`src/rtl/arb_pkg.sv`:
```
// Shared definitions for the round-robin arbiter ingress path.
package arb_pkg;
  localparam int ARB_DATA_WIDTH = 16;

  typedef logic [ARB_DATA_WIDTH-1:0] arb_data_t;

  localparam arb_data_t ARB_IDLE_A = 16'hA000;
  localparam arb_data_t ARB_IDLE_B = 16'hB000;

  // Width needed to hold an occupancy of 0..depth inclusive.
  function automatic int arb_clog2_cnt(input int depth);
    return $clog2(depth + 1);
  endfunction
endpackage

```
`src/rtl/arb_req_fifo_mem.sv`:
```
// DEPTH x DATA_WIDTH register array: one write port, one asynchronous read port.
module arb_req_fifo_mem #(
  parameter  int DATA_WIDTH = 16,
  parameter  int DEPTH      = 8,
  localparam int PTR_W      = $clog2(DEPTH)
) (
  input  logic                  aclk,
  input  logic                  i_we,
  input  logic [PTR_W-1:0]      i_waddr,
  input  logic [DATA_WIDTH-1:0] i_wdata,
  input  logic [PTR_W-1:0]      i_raddr,
  output logic [DATA_WIDTH-1:0] o_rdata
);
  logic [DATA_WIDTH-1:0] r_mem [DEPTH];

  always_ff @(posedge aclk) begin
    if (i_we) r_mem[i_waddr] <= i_wdata;
  end

  assign o_rdata = r_mem[i_raddr];
endmodule

```
`src/rtl/arb_req_fifo.sv`:
```
// First-word-fall-through ingress FIFO feeding one arbiter input.
// Define ARB_REQ_FIFO_HWM_EN to add the hwm_o / ovf_attempt_o debug outputs.
module arb_req_fifo
  import arb_pkg::*;
#(
  parameter  int DATA_WIDTH = ARB_DATA_WIDTH,
  parameter  int DEPTH      = 8,
  localparam int CNT_W      = arb_clog2_cnt(DEPTH)
) (
  input  logic                  aclk,
  input  logic                  areset,
  input  logic                  in_valid_i,
  output logic                  in_ready_o,
  input  logic [DATA_WIDTH-1:0] in_data_i,
  output logic                  valid_o,
  output logic [DATA_WIDTH-1:0] data_o,
  input  logic                  grant_i,
  output logic [CNT_W-1:0]      count_o,
`ifdef ARB_REQ_FIFO_HWM_EN
  output logic [CNT_W-1:0]      hwm_o,
  output logic [1:0]            ovf_attempt_o,
`endif
  output logic                  full_o,
  output logic                  empty_o
);
  localparam int PTR_W = $clog2(DEPTH);

  if (DEPTH < 2 || (DEPTH & (DEPTH - 1)) != 0) begin : g_bad_depth
    $error("arb_req_fifo: DEPTH must be a power of two and >= 2");
  end

  logic [PTR_W-1:0]      r_wr_ptr, r_rd_ptr;
  logic [CNT_W-1:0]      r_cnt;
  logic [CNT_W-1:0]      w_cnt_nxt;
  logic                  w_full, w_empty, w_push, w_pop;
  logic [DATA_WIDTH-1:0] w_rd_data;

  assign w_full  = (r_cnt == CNT_W'(DEPTH));
  assign w_empty = (r_cnt == '0);

  // Outputs are forced to their idle values for as long as reset is held.
  assign in_ready_o = !w_full && !areset;
  assign valid_o    = !w_empty && !areset;
  assign data_o     = valid_o ? w_rd_data : '0;
  assign count_o    = areset ? '0 : r_cnt;
  assign full_o     = w_full && !areset;
  assign empty_o    = w_empty || areset;

  assign w_push = in_valid_i && in_ready_o;
  assign w_pop  = grant_i && valid_o;

  always_comb begin
    w_cnt_nxt = r_cnt;
    if (w_push && !w_pop)      w_cnt_nxt = r_cnt + 1'b1;
    else if (w_pop && !w_push) w_cnt_nxt = r_cnt - 1'b1;
  end

  // DEPTH is a power of two, so the pointers wrap naturally.
  always_ff @(posedge aclk) begin
    if (areset) begin
      r_wr_ptr <= '0;
      r_rd_ptr <= '0;
      r_cnt    <= '0;
    end else begin
      if (w_push) r_wr_ptr <= r_wr_ptr + 1'b1;
      if (w_pop)  r_rd_ptr <= r_rd_ptr + 1'b1;
      r_cnt <= w_cnt_nxt;
    end
  end

  arb_req_fifo_mem #(
    .DATA_WIDTH (DATA_WIDTH),
    .DEPTH      (DEPTH)
  ) u_mem (
    .aclk    (aclk),
    .i_we    (w_push),
    .i_waddr (r_wr_ptr),
    .i_wdata (in_data_i),
    .i_raddr (r_rd_ptr),
    .o_rdata (w_rd_data)
  );

`ifdef ARB_REQ_FIFO_HWM_EN
  logic [CNT_W-1:0] r_hwm;
  logic             r_ovf;

  always_ff @(posedge aclk) begin
    if (areset) begin
      r_hwm <= '0;
      r_ovf <= 1'b0;
    end else begin
      if (w_cnt_nxt > r_hwm) r_hwm <= w_cnt_nxt;
      if (in_valid_i && w_full) r_ovf <= 1'b1;
    end
  end

  // Bit 0: sticky stall-at-full flag; bit 1: producer stalled at full this cycle.
  assign hwm_o         = r_hwm;
  assign ovf_attempt_o = {in_valid_i && full_o, r_ovf};
`endif
endmodule

```
`config.mk`:
```
export PLATFORM = sky130hd
export DESIGN_NAME = arb_req_fifo
export DESIGN_NICKNAME = d
export VERILOG_FILES = /design/src/rtl/arb_pkg.sv /design/src/rtl/arb_req_fifo_mem.sv /design/src/rtl/arb_req_fifo.sv
export SDC_FILE = /design/constraint.sdc
export NUM_CORES = 1
export LEC_CHECK = 0
export CORE_MARGIN = 2
export CORE_UTILIZATION = 54
export CTS_BUF_LIST = sky130_fd_sc_hd__clkbuf_2 sky130_fd_sc_hd__clkbuf_4 sky130_fd_sc_hd__clkbuf_8
export DETAILED_ROUTE_END_ITERATION = 10
export PLACE_DENSITY_LB_ADDON = 0.15
export SLEW_MARGIN = 0
export SYNTH_ARGS = -nofsm -noshare
export SYNTH_HDL_FRONTEND = slang
export SYNTH_HIERARCHICAL = 1
export SYNTH_SLANG_ARGS = --single-unit
```
`constraint.sdc`:
```
create_clock -name aclk -period 3.4 [get_ports aclk]
set_input_delay 0.34 -clock aclk [delete_from_list [all_inputs] [get_ports aclk]]
set_output_delay 0.34 -clock aclk [all_outputs]
set_load 0.1 [all_outputs]
```
==> results.py, run 1 <==
metrics = {
    "grt": {
        "antenna_found_initial": 0,
        "groute.usage.overall_pct": 19.2,
        "grt_pass1_vias": 2755,
        "overflow": 0,
        "grt_max_degree": 19,
        "grt_pass1_wl_microns": 15600,
    },
    "finish": {
        "fillCellCount": 724,
        "fin_util_pct": 66.1,
        "fin_cells": 497,
        "drive_gt1_share_pct": 29.9,
        "finalInstanceArea_sq_um": 6790,
        "seq_area_sq_um": 4050,
        "syn_to_final_growth_pct": 19.1,
        "nNetsFinal": 374,
        "multiInputGateArea_sq_um": 1570,
        "num_antenna_cells": 0,
    },
    "critical_path": {
        "reg2regPathDepth": 9,
        "r2r_start": "r_cnt[0]$_SDFFE_PP0P_",
        "cp-startpoint": "r_rd_ptr[0]$_SDFFE_PP0P_",
        "worstSetupPathType": "flip-flop to output port",
        "startpoint_type": "flip-flop",
        "required_ns": 3.06,
        "crit_arrival_ns": 2.61,
        "endpoint_kind": "output port",
        "cp_max_fo": 16,
    },
    "power_and_ir_drop": {
        "ir_drop_v": 0.000535,
        "leakage_nw": 2.33,
        "finalPower_mw": 5.14,
        "power.density_nw_per_um2": 757,
    },
    "clock_network": {
        "post_cts_resized": 0,
        "clockBufferDepth": 2,
        "cts_sinks": 138,
        "root_buffer": "clkbuf_8",
        "cts_buffers": 17,
        "cts_tree": "built",
        "cts-htree-levels": 4,
        "clk_pin_slew_ns": 0.08,
        "cts_setup_buffers": 0,
        "cts_hold_buf": 0,
        "clock_latency_ns": 0.42,
    },
    "route": {
        "drtIter0Drc": 173,
        "drt-total-wl_microns": 10000,
        "viasPerCell": 5.53,
        "ant_nets": 0,
        "wl_per_cell_microns": 20.2,
        "drtPass1Iterations": 4,
        "drcViolationCount": 0,
        "vias": 2746,
    },
    "sta": {
        "fin_skew_ns": 0.0148,
        "clock.fmax_ghz": 0.339,
        "timing.final.ws_setup_ns": 0.452,
        "setup_viol": 0,
        "min_period_ns": 2.95,
        "tns_ns": 0,
        "finalCritPeriodShare_pct": 86.7,
        "max_slew_margin_pct": 55.4,
        "rsz0062_at_grt": "no",
        "hold_viol_final": 0,
        "slew_viol_final": 0,
        "worst_pin_slew_ns": 0.665,
        "hold_slack_ns": 0.490,
    },
    "yosys": {
        "syn_avg_cell_area_sq_um": 20.5,
        "synth_xor_area_share_pct": 0.614,
        "muxShareOfSynthArea_pct": 18.6,
        "synth_top_family_by_area": "multiplexers",
        "synth_simple_gate_area_share_pct": 5.86,
        "synth_area_sq_um": 5700,
        "yosysMostFrequentCell": "edfxtp_1",
        "synth_common_cells": "edfxtp_1 (128), mux4_1 (28), and2_1 (17)",
        "ys_seq_area_share_pct": 70.9,
        "synthTopCellsByArea": "edfxtp_1 (67%), mux4_1 (13%), dfxtp_1 (3.5%), mux2_2 (3.2%), and2_1 (1.9%)",
        "async_flop_share_pct": 0,
        "synth_ff_type": "edfxtp_1",
        "syn_nets": 304,
        "yosys_warnings": 6,
        "syn_inst": 278,
        "yosysTopAreaCell": "edfxtp_1",
        "synth_compound_area_share_pct": 0.834,
        "synthAdderAreaFrac_pct": 1.45,
        "synth_top_area_share_pct": 67.4,
        "synthDistinctLibCells": 33,
        "synth_edf_count": 128,
        "ys_ff_latch": 138,
    },
    "placement": {
        "dp_slack_ns": 0.585,
        "dpl.hpwl_microns": 6200,
        "placed_cell_area_sq_um": 6350,
        "dp.cells": 465,
        "numPortBuffers": 43,
        "gp_congestion": 0.786,
    },
    "floorplanning": {
        "die_y_microns": 107,
        "ios": 44,
        "core_sq_um": 10300,
        "rows": 37,
        "die_w_microns": 107,
        "start_util_pct": 55.5,
        "dieArea_sq_um": 11400,
    },
    "worst_hold_path": {
        "hold_path.class": "flip-flop to flip-flop",
        "hp-start": "r_wr_ptr[2]$_SDFFE_PP0P_",
        "holdPathStages": 1,
    },
    "flow_run": {
        "drv_cap": 0,
    },
    "status": {
        "outcome": "completed",
    },
}
[worst max-delay path, cell delays in order (launching register included)]
cell	delay, ns
dfxtp_2	0.63
buf_4	0.31
mux4_1	0.58
mux2_2	0.27
and2_1	0.15
buf_4	0.23
[power breakdown]
group / switching, mW / total, mW / internal, mW
clock network: 0.646 / 1.46 / 0.814
registers: 0.106 / 2.04 / 1.93
logic: 1.09 / 1.64 / 0.548
[state kept, by name (all words and copies together) (netlist names)]
name         count
u_mem/r_mem    128
r_cnt            4
r_rd_ptr         3
r_wr_ptr         3
[layout by cell type (no fill, tap or decap), types with 2 or more instances in the layout]
| cell | n |
|---|---|
| and2_1 | 17 |
| xnor2_1 | 3 |
| mux4_2 | 4 |
| clkbuf_8 | 17 |
| nor2b_1 | 5 |
| clkinv_4 | 2 |
| a21oi_1 | 3 |
| nor3_2 | 2 |
| clkdlybuf4s50_1 | 19 |
| ha_1 | 5 |
| dfxtp_1 | 9 |
| inv_6 | 6 |
| inv_1 | 2 |
| mux2_2 | 16 |
| buf_4 | 43 |
| mux2i_1 | 3 |
| edfxtp_1 | 128 |
| nor2_1 | 14 |
| nand2b_1 | 7 |
| bufinv_16 | 4 |
| buf_12 | 2 |
| nand2_1 | 4 |
| mux4_1 | 28 |
| clkinvlp_4 | 2 |
[area by class of cell]
cell class,count,area share (%)
Timing Repair Buffer,64,8.14
Inverter,2,0.111
Tap cell,136,2.51
Sequential cell,138,59.6
Clock inverter,15,3.10
Multi-Input combinational cell,125,23.1
Clock buffer,17,3.45
[layer usage]
layer	global-route usage (%)	up-vias	wire length, microns
li1	-	1274	-
met1	27.1	1410	4690
met5	0	-	0
met3	4.01	8	367
met2	30.3	54	4860
met4	6.40	0	98
[path summary, 6_finish.rpt]
kind,to,slack (ns)
worst max register to register,r_cnt[3]$_SDFFE_PP0P_,0.83
worst min-delay path,r_wr_ptr[2]$_SDFFE_PP0P_,0.49
worst max-delay path,data_o[1],0.45
worst min register to register,r_wr_ptr[2]$_SDFFE_PP0P_,0.49
[cells by family after synthesis]
| family | Yosys count |
|---|---|
| adders and majority gates | 6 |
| muxes | 53 |
| and+or+nand+nor | 55 |
| buffers and inverters | 15 |
| xor gates and xnor gates | 4 |
| AOI/OAI and AO/OA | 7 |
| DFF | 138 |
Power figures use the tool's default switching activity.
==> run 2, diff against run 1 <==
--- a/config.mk
+++ b/config.mk
@@ -5,6 +5,7 @@
 export SDC_FILE = /design/constraint.sdc
 export NUM_CORES = 1
 export LEC_CHECK = 0
+export ABC_AREA = 0
 export CORE_MARGIN = 2
 export CORE_UTILIZATION = 54
 export CTS_BUF_LIST = sky130_fd_sc_hd__clkbuf_2 sky130_fd_sc_hd__clkbuf_4 sky130_fd_sc_hd__clkbuf_8
==> results of run 2 <==
Final layout, timing and power as in run 1 (identical DEF).
